===== src/rtl/fp_cvt_pkg.sv =====
// Shared floating-point field widths, conversion constants and packed
// views of half- and single-precision words used by the fp16 converter.
package fp_cvt_pkg;

  localparam int FP16_EXP_W = 5;
  localparam int FP16_MAN_W = 10;
  localparam int FP32_EXP_W = 8;
  localparam int FP32_MAN_W = 23;

  localparam logic [FP32_EXP_W-1:0] BIAS_DIFF = 8'd112;
  localparam logic [FP32_EXP_W-1:0] EXP32_MAX = 8'd255;

  typedef struct packed {
    logic                  sign;
    logic [FP16_EXP_W-1:0] exp;
    logic [FP16_MAN_W-1:0] man;
  } fp16_t;

  typedef struct packed {
    logic                  sign;
    logic [FP32_EXP_W-1:0] exp;
    logic [FP32_MAN_W-1:0] man;
  } fp32_t;

endpackage


===== src/rtl/fp16_to_fp32_core.sv =====
// Purely combinational fp16 -> fp32 widening conversion.
// Build option FP16_SUBNORM_EN: when defined, fp16 subnormals are normalized
// exactly through a leading-zero count; otherwise they flush to signed zero.
module fp16_to_fp32_core
  import fp_cvt_pkg::*;
(
  input  logic [15:0] half_val,
  output logic [31:0] single_val
);

  fp16_t h;
  fp32_t f;

  assign h          = half_val;
  assign single_val = f;

`ifdef FP16_SUBNORM_EN
  logic [3:0]            lz;
  logic                  lz_found;
  logic [FP16_MAN_W-1:0] norm_man;

  // Leading-zero count of the subnormal mantissa, scanning from the MSB down
  always_comb begin
    lz       = '0;
    lz_found = 1'b0;
    for (int i = FP16_MAN_W - 1; i >= 0; i--) begin
      if (!lz_found && h.man[i]) begin
        lz       = 4'(FP16_MAN_W - 1 - i);
        lz_found = 1'b1;
      end
    end
  end

  // Shifting past the leading one makes it the hidden bit of the fp32 result
  assign norm_man = h.man << (lz + 4'd1);
`endif

  // Field-by-field widening: rebias normals, keep Inf/NaN payloads, handle zero/subnormal
  always_comb begin
    f.sign = h.sign;
    f.exp  = '0;
    f.man  = '0;
    if (h.exp == '1) begin
      f.exp = EXP32_MAX;
      f.man = {h.man, {(FP32_MAN_W - FP16_MAN_W){1'b0}}};
    end else if (h.exp != '0) begin
      f.exp = BIAS_DIFF + {{(FP32_EXP_W - FP16_EXP_W){1'b0}}, h.exp};
      f.man = {h.man, {(FP32_MAN_W - FP16_MAN_W){1'b0}}};
    end else if (h.man != '0) begin
`ifdef FP16_SUBNORM_EN
      f.exp = BIAS_DIFF - {4'b0000, lz};
      f.man = {norm_man, {(FP32_MAN_W - FP16_MAN_W){1'b0}}};
`else
      f.exp = '0;
      f.man = '0;
`endif
    end
  end

endmodule


===== src/rtl/fp16_cvt_arbiter.sv =====
// Round-robin arbiter sharing one fp16 -> fp32 converter among N_REQ
// requesters, with a one-deep output register tagged by requester index.
// Build option FP16_SUBNORM_EN (passed through to fp16_to_fp32_core):
// exact subnormal normalization when defined, flush-to-zero otherwise.
module fp16_cvt_arbiter
  import fp_cvt_pkg::*;
#(
  parameter  int N_REQ = 4,
  localparam int ID_W  = $clog2(N_REQ)
) (
  input  logic                clk,
  input  logic                rst,
  input  logic [N_REQ-1:0]    req_valid,
  input  logic [16*N_REQ-1:0] req_data,
  output logic [N_REQ-1:0]    req_ready,
  output logic                out_valid,
  output logic [31:0]         out_data,
  output logic [ID_W-1:0]     out_id,
  input  logic                out_ready
);

  logic [ID_W-1:0] rr_ptr;
  logic [ID_W-1:0] grant_idx;
  logic            grant_found;
  logic            can_load;
  logic            transfer;
  logic [15:0]     mux_data;
  logic [31:0]     cvt_data;
  int              cand;

  assign can_load = !out_valid || out_ready;
  assign transfer = |(req_valid & req_ready);

  // Round-robin search starting just after the last served requester
  always_comb begin
    grant_found = 1'b0;
    grant_idx   = '0;
    cand        = 0;
    for (int k = 1; k <= N_REQ; k++) begin
      cand = int'(rr_ptr) + k;
      if (cand >= N_REQ) cand = cand - N_REQ;
      if (!grant_found && req_valid[cand[ID_W-1:0]]) begin
        grant_found = 1'b1;
        grant_idx   = cand[ID_W-1:0];
      end
    end
  end

  // One-hot accept on the winner, only when the output register can take a result
  always_comb begin
    req_ready = '0;
    if (!rst && can_load && grant_found) req_ready[grant_idx] = 1'b1;
  end

  // Select the winning operand ahead of the single shared converter
  always_comb begin
    mux_data = req_data[16*int'(grant_idx) +: 16];
  end

  fp16_to_fp32_core u_core (
    .half_val   (mux_data),
    .single_val (cvt_data)
  );

  // Output register and pointer: load on transfer, clear valid on drain
  always_ff @(posedge clk) begin
    if (rst) begin
      out_valid <= 1'b0;
      out_data  <= '0;
      out_id    <= '0;
      rr_ptr    <= ID_W'(N_REQ - 1);
    end else if (transfer) begin
      out_valid <= 1'b1;
      out_data  <= cvt_data;
      out_id    <= grant_idx;
      rr_ptr    <= grant_idx;
    end else if (out_ready) begin
      out_valid <= 1'b0;
    end
  end

endmodule


===== config.mk =====
export PLATFORM = sky130hd
export DESIGN_NAME = fp16_cvt_arbiter
export DESIGN_NICKNAME = d
export VERILOG_FILES = /design/src/rtl/fp_cvt_pkg.sv /design/src/rtl/fp16_to_fp32_core.sv /design/src/rtl/fp16_cvt_arbiter.sv
export SDC_FILE = /design/constraint.sdc
export NUM_CORES = 1
export LEC_CHECK = 0
export ABC_CLOCK_PERIOD_IN_PS = 7100
export BUFFER_PORTS_ARGS = -buffer_cell sky130_fd_sc_hd__clkbuf_2
export CAP_MARGIN = 10
export CORE_MARGIN = 2
export CORE_UTILIZATION = 34
export CTS_BUF_LIST = sky130_fd_sc_hd__clkbuf_2 sky130_fd_sc_hd__clkbuf_4 sky130_fd_sc_hd__clkbuf_8
export DETAILED_ROUTE_END_ITERATION = 16
export PLACE_DENSITY = 0.69
export SETUP_SLACK_MARGIN = 0.1
export SLEW_MARGIN = 10
export SYNTH_ARGS = -nofsm -noshare
export SYNTH_HDL_FRONTEND = slang
export SYNTH_SLANG_ARGS = --single-unit
export TNS_END_PERCENT = 1

===== constraint.sdc =====
create_clock -name clk -period 7.1 [get_ports clk]
set_input_delay 1.775 -clock clk [delete_from_list [all_inputs] [get_ports clk]]
set_output_delay 1.775 -clock clk [all_outputs]
set_load 0.01 [all_outputs]

==> summary.txt <==
Clock tree
  – Post-CTS resize count: 0
  – Hold Buf Count CTS: 0
  – Post-CTS Repair Setup Buffers: 0
  – Clock Path Buffers: 2
  – CTS tree: built
  – Root Driver: clkbuf_8
  – Worst-path clk slew: 0.08 ns
  – Clock sinks: 22
  – Skew-Pair Late Insertion Delay: 0.26 ns
  – H-tree depth: 1
  – Num CTS Buffers: 3

Critical path
  – Max incr delay on CP: 0.56 ns
  – Worst path arrival time: 3.43 ns
  – Critical-path maximum fanout: 13
  – CP startpoint: req_valid[3]
  – Reg2reg setup slack: 4.25 ns
  – Worst flop-to-flop path startpoint: rr_ptr[0]
  – Most frequent CP cell: clkbuf_2
  – Type of the worst setup path: primary input to output pin
  – Delay-heaviest family, CP: simple AND/OR/NAND/NOR gates
  – Crit. End Element: output pin
  – RR Endpoint: out_data[22]
  – CP bufs+invs: 2
  – Slowest-stage cell, CP: nor3_4
  – WP depth: 6
  – Reg2Reg Depth: 7
  – Worst path cell trace: clkbuf_2 -> and2b_4 -> o21a_1 -> nor3_4 -> nor3b_1 -> clkbuf_2
  – CP endpoint: req_ready[0]
  – Startpoint Class: primary input
  – Critical Path RT: 5.33 ns

GRT
  – Vias in the first global route: 1404
  – Initial antenna violation count: 0
  – First-pass GRT wire length: 6510 um
  – Grt total ovfl: 0
  – Total GRT Usage: 14.7%
  – Largest net degree at the start of global routing: 44

Synthesis
  – Post-synthesis sequential area ratio: 25.1%
  – EDFF count, synth: 0
  – Synth area leaders: dfxtp_1, mux2i_1, buf_4
  – Library cells used by synthesis: 41
  – Ys Warns: 0
  – Async SR Flop Fraction: 0%
  – Top FF cell, synth: dfxtp_1
  – Mapped Cells: 202
  – Share of the synthesized area in the top cell type: 25.1%
  – Syn_area_per_cell: 8.69 um2
  – Netlist Area Pre-Place: 1760 um2
  – Synth Register Bits: 22
  – Area leader, netlist: dfxtp_1

Layout
  – N_diodes: 0
  – Most frequent cells in the layout: clkbuf_2, dfxtp_1, a21oi_1, mux2i_1, nand2_1
  – Syn-to-layout area delta: 28.9%
  – Commonest non-fill, non-tap cell in the layout: clkbuf_2
  – Post-route cell area: 2260 um2
  – Core Util, Final: 44.9%
  – Nets@finish: 357
  – Layout cells sized above 1: 40.0%

Floorplanning
  – Die Wd: 75.9 um
  – Core area: 5040 um2
  – Cell Rows: 26
  – Starting Density: 34.8%
  – Die Y: 75.9 um
  – # IOs: 110
  – Die ar.: 5750 um2

Timing
  – Post-route clock period utilization: 73.2%
  – Relative slew slack: 50.9%
  – # setup viols final: 0
  – Setup TNS: 0 ns
  – Final hold slack: 0.470 ns
  – Worst Tran Pin Value: 0.734 ns
  – Final Slew Violations: 0
  – Final setup skew: 0.00127 ns
  – Final Hold Viols: 0
  – Unrepaired setup endpoints after global routing: false
  – Fmax: 192 MHz
  – Min Tclk post-route: 5.20 ns

Route
  – Initial DRC Count: 55
  – Routed wire per std cell: 13.1 um
  – DRC: 0
  – Remaining antenna violation count: 0
  – WL final: 4660 um
  – DR vias: 1759
  – First-pass DRT Iterations: 4
  – Via density: 4.95

Placement
  – Placed instance area: 2190 um2
  – GP Congestion: 0.701
  – DP HPWL: 3660 um
  – PortBufs: 96

Run status
  – Status: completed

Power
  – Leak pwr: 1.06 nW
  – P per Cell Area: 191 nW/um2
  – Peak VDD IR: 0.0943 mV

Flow run
  – Total of max-cap violations: 0

Worst hold path
  – Worst hold path class: flop to flop
==> how the worst min path moves through the flow <==
stage | cells after the start | to | startpoint
2_1_floorplan | 2 | out_data[23] | out_data[23]
4_1_cts | 2 | out_data[23] | out_data[23]
3_3_place_gp | 2 | out_data[23] | out_data[23]
5_1_grt | 1 | out_data[22] | out_data[22]
3_5_place_dp | 2 | out_data[23] | out_data[23]
6_report | 2 | out_data[23] | out_data[23]
==> cell type report <==
cell class / count / area, um2
Fill cell: 495 / 2780
Multi-Input combinational cell: 161 / 1170
Timing Repair Buffer: 98 / 495
Sequential cell: 22 / 440
Tap cell: 70 / 87.6
Clock buffer: 3 / 41.3
Clock inverter: 1 / 30.0
==> cells by family (layout without fill, tap and decap cells) <==
logic type	after synthesis	after routing	share of synthesized area, %
flops	22	22	25.1
compound gates	67	67	30.1
mux	24	24	14.3
buf+inv	31	102	11.0
other cells	1	13	0.214
simple gates	57	57	19.4
==> layer usage <==
| layer | part of all wire, % | global-route usage (%) | vias to the layer above | wire [um] |
|---|---|---|---|---|
| li1 | - | - | 897 | - |
| met1 | 46 | 20.7 | 800 | 2120 |
| met2 | 49 | 22.6 | 55 | 2270 |
| met3 | 4.3 | 2.25 | 7 | 200 |
| met4 | 1.5 | 5.26 | 0 | 68 |
| met5 | 0 | 0 | - | 0 |
==> flip-flops by register name, indices dropped and copies added, names as in the netlist <==
signal and cells:
out_id 2, rr_ptr 2, out_valid 1, out_data 17
==> per-stage QoR <==
stage,cells,worst slack [ns],power [mW]
4_1_cts,355,1.90,0.436
6_report,355,1.90,0.432
5_1_grt,355,1.77,0.459
3_5_place_dp,351,1.90,0.317
2_1_floorplan,214,1.84,0.272
3_3_place_gp,351,1.92,0.314
==> tightest hold or removal path, delay by kind of cell, from the launching register on <==
family / cells / cell delay (ns)
flops: 1 / 0.32
simple gates: 1 / 0.05
compound gates: 1 / 0.06
==> synthesized netlist by cell type (3+ instances only) <==
library cell	number
a211oi_1	10
a21oi_1	19
a22o_1	10
a311oi_1	4
and4bb_1	3
buf_2	7
buf_4	16
clkbuf_1	7
dfxtp_1	22
mux2_2	3
mux2i_1	19
nand2_1	14
nand2b_1	3
nor2_1	8
nor2b_1	13
nor3_1	3
nor3b_1	4
o211ai_1	4
o21a_1	7
==> power by group <==
group	switching, mW	leakage [nW]	internal [mW]
Sequential	0.0104	0.182	0.139
Clock	0.0425	0.0357	0.0753
Combinational	0.0887	0.843	0.0760
Total	0.142	1.06	0.290
Note: power is estimated with default switching activity, not from simulation.
